### src/rtl/sha256_w_sched_ctrl_if.sv
// Handshake bundle between a message-block producer and the SHA-256
// message-schedule controller. The controller uses the slave view.
interface sha256_w_sched_ctrl_if;
  logic         abort;
  logic         blk_valid;
  logic [511:0] blk_in;
  logic         blk_ready;
  logic         w_valid;
  logic         w_ready;
  logic [31:0]  w_out;
  logic [5:0]   w_idx;
  logic         w_last;
  logic         busy;

  modport master (
    output abort, blk_valid, blk_in, w_ready,
    input  blk_ready, w_valid, w_out, w_idx, w_last, busy
  );

  modport slave (
    input  abort, blk_valid, blk_in, w_ready,
    output blk_ready, w_valid, w_out, w_idx, w_last, busy
  );
endinterface

### src/rtl/sha256_w_sched_ctrl.sv
// SHA-256 message schedule generator: accepts one 512-bit block, then
// streams W0..W63 over a valid/ready handshake using a 16-word window.
module sha256_w_sched_ctrl (
  input  logic                 CLK,
  input  logic                 RST,
  sha256_w_sched_ctrl_if.slave bus
);

  typedef enum logic {IDLE, EMIT} state_t;

  state_t      state_q, state_d;
  logic [31:0] win_q [16];
  logic [31:0] win_d [16];
  logic [5:0]  idx_q, idx_d;
  logic [31:0] w_new;

  function automatic logic [31:0] sigma0(input logic [31:0] x);
    return {x[6:0], x[31:7]} ^ {x[17:0], x[31:18]} ^ (x >> 3);
  endfunction

  function automatic logic [31:0] sigma1(input logic [31:0] x);
    return {x[16:0], x[31:17]} ^ {x[18:0], x[31:19]} ^ (x >> 10);
  endfunction

  // Next schedule word W[t+16] from the window holding W[t]..W[t+15].
  always_comb begin
    w_new = sigma1(win_q[14]) + win_q[9] + sigma0(win_q[1]) + win_q[0];
  end

  // Next-state, window load/shift and index update.
  always_comb begin
    state_d = state_q;
    idx_d   = idx_q;
    win_d   = win_q;
    unique case (state_q)
      IDLE: begin
        // abort is ignored here, so abort+blk_valid still loads the block
        if (bus.blk_valid) begin
          state_d = EMIT;
          idx_d   = '0;
          for (int unsigned i = 0; i < 16; i++) begin
            win_d[i] = bus.blk_in[511 - 32*i -: 32];
          end
        end
      end
      EMIT: begin
        if (bus.abort) begin
          state_d = IDLE;
        end else if (bus.w_ready) begin
          for (int unsigned i = 0; i < 15; i++) begin
            win_d[i] = win_q[i + 1];
          end
          win_d[15] = w_new;
          // index parks at 63 on the final transfer rather than wrapping
          if (idx_q == 6'd63) begin
            state_d = IDLE;
          end else begin
            idx_d = idx_q + 6'd1;
          end
        end
      end
      default: state_d = IDLE;
    endcase
  end

  // State, window and index registers with synchronous reset.
  always_ff @(posedge CLK) begin
    if (RST) begin
      state_q <= IDLE;
      idx_q   <= '0;
      for (int unsigned i = 0; i < 16; i++) begin
        win_q[i] <= '0;
      end
    end else begin
      state_q <= state_d;
      idx_q   <= idx_d;
      win_q   <= win_d;
    end
  end

  // Output decode from registered state.
  always_comb begin
    bus.blk_ready = (state_q == IDLE);
    bus.w_valid   = (state_q == EMIT);
    bus.busy      = (state_q != IDLE);
    bus.w_out     = win_q[0];
    bus.w_idx     = idx_q;
    bus.w_last    = (state_q == EMIT) && (idx_q == 6'd63);
  end

endmodule

### src/flat_wrapper.sv
// flat-port wrapper written by rule: the top's interface ports become plain ports
module sha256_w_sched_ctrl_flat 
  (CLK, RST, bus_abort, bus_blk_valid, bus_blk_in, bus_w_ready, bus_blk_ready, bus_w_valid, bus_w_out, bus_w_idx, bus_w_last, bus_busy);
  sha256_w_sched_ctrl_if bus_i ();
  input  logic CLK;
  input  logic RST;
  input wire logic [$bits(bus_i.abort)-1:0] bus_abort;
  input wire logic [$bits(bus_i.blk_valid)-1:0] bus_blk_valid;
  input wire logic [$bits(bus_i.blk_in)-1:0] bus_blk_in;
  input wire logic [$bits(bus_i.w_ready)-1:0] bus_w_ready;
  output wire logic [$bits(bus_i.blk_ready)-1:0] bus_blk_ready;
  output wire logic [$bits(bus_i.w_valid)-1:0] bus_w_valid;
  output wire logic [$bits(bus_i.w_out)-1:0] bus_w_out;
  output wire logic [$bits(bus_i.w_idx)-1:0] bus_w_idx;
  output wire logic [$bits(bus_i.w_last)-1:0] bus_w_last;
  output wire logic [$bits(bus_i.busy)-1:0] bus_busy;
  assign bus_i.abort = bus_abort;
  assign bus_i.blk_valid = bus_blk_valid;
  assign bus_i.blk_in = bus_blk_in;
  assign bus_i.w_ready = bus_w_ready;
  assign bus_blk_ready = bus_i.blk_ready;
  assign bus_w_valid = bus_i.w_valid;
  assign bus_w_out = bus_i.w_out;
  assign bus_w_idx = bus_i.w_idx;
  assign bus_w_last = bus_i.w_last;
  assign bus_busy = bus_i.busy;
  sha256_w_sched_ctrl u_core (.CLK(CLK), .RST(RST), .bus(bus_i));
endmodule
### config.mk
export PLATFORM = sky130hd
export DESIGN_NAME = sha256_w_sched_ctrl_flat
export DESIGN_NICKNAME = d
export VERILOG_FILES = /design/src/rtl/sha256_w_sched_ctrl_if.sv /design/src/rtl/sha256_w_sched_ctrl.sv /design/src/flat_wrapper.sv
export SDC_FILE = /design/constraint.sdc
export NUM_CORES = 1
export LEC_CHECK = 0
export CAP_MARGIN = 20
export CORE_UTILIZATION = 49
export CTS_BUF_LIST = sky130_fd_sc_hd__clkbuf_4 sky130_fd_sc_hd__clkbuf_8
export CTS_CLUSTER_SIZE = 12
export DETAILED_ROUTE_END_ITERATION = 10
export PLACE_DENSITY = 0.8
export SLEW_MARGIN = 20
export SYNTH_ARGS = -nofsm -noshare
export SYNTH_HDL_FRONTEND = slang
export SYNTH_SLANG_ARGS = --single-unit
### constraint.sdc
create_clock -name CLK -period 4 [get_ports CLK]
set_input_delay 0.6 -clock CLK [delete_from_list [all_inputs] [get_ports CLK]]
set_output_delay 0.6 -clock CLK [all_outputs]
set_load 0.05 [all_outputs]
==> impl_metrics.py <==
metrics = {
    "grt": {
        "grt_remaining_overflow": 0,
        "antenna_found_initial": 28,
        "grt_pass1_vias": 21800,
        "grt_pass1_wl_microns": 141000,
        "grt_max_degree": 133,
        "grtUsageTotal_pct": 33.5,
    },
    "logic_synthesis": {
        "ys_warn_count": 0,
        "ys_ff_latch": 519,
        "ys_dominant_reg_cell": "dfxtp_1",
        "yosysSeqAreaShare_pct": 37.9,
        "avgSynthCellArea_sq_um": 9.24,
        "synth_fp_nets": 3582,
        "ys_types": 63,
        "netlist_instances": 2971,
        "synth.largest_area_cell": "dfxtp_1",
        "synthArstFlopShare_pct": 0,
        "synth_edf_count": 0,
        "synth_top_area_share_pct": 37.9,
        "synthesis.area_sq_mm": 0.0274,
        "synthTopCellsByArea": "dfxtp_1, mux2i_1, a211oi_1, nor2_1, fa_1",
    },
    "routing": {
        "wirelength_microns": 98700,
        "wire_per_inst_microns": 23.3,
        "drtIter0Drc": 2142,
        "vias_per_cell": 5.58,
        "vias": 23700,
        "drtPass1Iterations": 5,
        "route.detailed.drc": 0,
        "ant_nets": 0,
    },
    "clocking": {
        "cts_tree": "done",
        "htreeDepth": 3,
        "numCtsBuffers": 89,
        "clock_sinks": 519,
        "cts.clk_slew.worst_paths_ns": 0.07,
        "root_buffer": "clkbuf_8",
        "clkLatencyLatePin_ns": 0.72,
        "clockBufferDepth": 3,
    },
    "worst_setup_path": {
        "crit_type": "reg2reg",
        "critPathCaptureType": "flop",
        "crit_path_start": "u_core.win_q[462]$_SDFFE_PP0P_",
        "cp.required_ns": 4.59,
        "critPathLaunchType": "flop",
        "crit-reg2reg-launch": "u_core.win_q[462]$_SDFFE_PP0P_",
        "arrival_ns": 4.58,
        "cp_max_fo": 5,
    },
    "sta": {
        "maxSlewHeadroom_pct": 34.5,
        "hold_viol": 0,
        "setup_slack_ns": 0.00170,
        "clock.fmax_ghz": 0.250,
        "setup_viol": 0,
        "hold-worst-slack_ns": 0.474,
        "rsz0062_at_grt": "true",
        "slew_violations": 0,
        "clock_skew_ns": 0.0400,
        "fin_setup_tns_ns": 0,
        "min_period_ns": 4.00,
        "post-route-period-util_pct": 100,
        "worstMarginPinSlew_ns": 0.983,
    },
    "power": {
        "power_density_mw_per_mm2": 547,
        "ir_drop_mv": 0.345,
        "leakagePower_nw": 13.7,
    },
    "floorplanning": {
        "dieHeight_microns": 239,
        "ios": 559,
        "die_x_microns": 239,
        "std_cell_rows": 86,
        "core-area_sq_mm": 0.0552,
        "start_util_pct": 49.7,
        "die-area_sq_mm": 0.0569,
    },
    "placement": {
        "hpwlAfterDp_microns": 76000,
        "port_buffers": 558,
        "place.gp.congestion": 0.987,
        "place_ws_ns": 0.0838,
    },
    "status": {
        "status": "completed",
    },
    "cells_and_area": {
        "syn_to_final_growth_pct": 29.9,
        "fin_nets": 4036,
        "fillers": 4552,
        "drive_above_1_share_pct": 9.22,
    },
    "hold_path": {
        "hp-start": "RST",
        "min_path_type": "in2reg",
    },
    "flow_run": {
        "cap_violations": 0,
    },
}
-- flip-flops by register name, indices dropped and copies added, names as in the netlist --
| name | cells |
|---|---|
| u_core.bus.w_idx | 6 |
| u_core.bus.w_out | 32 |
| u_core.bus.busy | 1 |
| u_core.win_q | 480 |
-- cell families (layout without fill, tap and decap cells) --
logic type | Yosys count | count (layout) | synth area share [%]
compound gates | 640 | 640 | 17.1
xor+xnor | 148 | 148 | 4.72
fa+ha+maj | 94 | 94 | 5.98
buf+inv | 454 | 963 | 7.17
flops | 519 | 519 | 37.9
mux | 491 | 491 | 17.9
other cells | 0 | 15 | 0
simple gates | 625 | 625 | 9.26
-- metrics by stage --
stage	instances	power, W	area, sq um	util (%)
2_1_floorplan	2971	0.0113	27400	-
3_3_place_gp	4082	0.0143	33700	61.1
3_5_place_dp	4082	0.0143	33700	61.1
4_1_cts	4228	0.0193	35500	64.4
5_1_grt	4242	0.0205	35600	64.6
6_report	4243	0.0195	35700	64.6
-- synthesized netlist by cell type, types with 11 or more instances --
cell type	instances
xor2_1	30
buf_2	93
mux2i_1	490
buf_1	11
ha_1	32
fa_1	62
nor2_1	523
xnor2_1	118
clkbuf_1	178
inv_1	133
nand2_1	39
o21ai_0	19
buf_4	39
and3_1	11
a21oi_1	56
a211oi_1	501
dfxtp_1	519
-- timing repair --
action / CTS / global route
resized for setup: 0 / 21
setup buffers: 0 / 0
hold buffers: 0 / 0
endpoints found under the setup margin: 0 / 15
-- worst max-delay path, cell delays in order, from the launching register on --
cell and delay, ns:
dfxtp_1 0.32, xnor2_1 0.36, xnor2_1 0.18, buf_4 0.18
fa_1 0.52, fa_1 0.42, ha_1 0.33, a21oi_1 0.15
o21ai_1 0.11, o31ai_2 0.25, nand2_1 0.26, o2bb2ai_2 0.23
a2111oi_1 0.44, nor4_1 0.11
-- power by group --
| part | leakage, nW | total [W] | internal, W | switching [W] |
|---|---|---|---|---|
| sequential | 4.31 | 0.00620 | 0.00570 | 0.000500 |
| clock | 0.951 | 0.00504 | 0.00279 | 0.00225 |
| combinational | 8.45 | 0.00826 | 0.00358 | 0.00469 |
| total | 13.7 | 0.0195 | 0.0121 | 0.00744 |
-- placed cells by master, fill, tap and decap left out, drive strengths merged, types with 3 or more instances in the layout --
| cell type | netlist | layout |
|---|---|---|
| o21a | 6 | 6 |
| o22ai | 10 | 10 |
| xnor2 | 118 | 118 |
| fa | 62 | 62 |
| nand2 | 42 | 42 |
| or3 | 3 | 3 |
| nand4 | 9 | 9 |
| o21ai | 26 | 26 |
| dfxtp | 519 | 519 |
| clkbuf | 178 | 134 |
| nor2b | 4 | 4 |
| nand3 | 7 | 7 |
| a2111oi | 3 | 3 |
| a211oi | 501 | 501 |
| xor2 | 30 | 30 |
| a21o | 5 | 5 |
| clkinvlp | 0 | 4 |
| buf | 143 | 127 |
| o211ai | 7 | 7 |
| mux2i | 490 | 490 |
| diode | 0 | 15 |
| clkdlybuf4s50 | 0 | 557 |
| nor2 | 527 | 527 |
| ha | 32 | 32 |
| inv | 133 | 135 |
| o21bai | 3 | 3 |
| o31ai | 4 | 4 |
| a311oi | 3 | 3 |
| a21oi | 60 | 60 |
| clkinv | 0 | 4 |
| nor4 | 3 | 3 |
| nor3 | 11 | 11 |
| and3 | 11 | 11 |
-- cell type report --
class                   count  area [sq um]  share of cell area [%]
inverters                 133           499                    1.40
well taps                 748           936                    2.63
multi-input cells        1998         15200                    42.6
repair buffers            684          6790                    19.0
clock buffers             134          1680                    4.72
diodes                     15          37.5                   0.105
clock inverters            12           130                   0.365
flip-flops and latches    519         10400                    29.2
-- routing by layer --
metal  vias to the layer above  global-route usage [%]  routed length, microns
met2                       971                    51.7                   44200
met3                       204                    10.3                    9700
met1                     11100                    43.7                   41000
met5                         -                       0                     176
met4                        28                    12.9                    3690
li1                      11400                       -                       -
-- path summary, 6_finish.rpt --
check                                    to  slack (ns)  cells past startpoint
max           u_core.win_q[24]$_SDFFE_PP0P_       0.002                     13
min          u_core.win_q[440]$_SDFFE_PP0P_        0.47                      2
max reg2reg   u_core.win_q[24]$_SDFFE_PP0P_       0.002                     13
min reg2reg  u_core.win_q[171]$_SDFFE_PP0P_        0.49                      2
No activity file was read; power rests on OpenSTA's default activity.
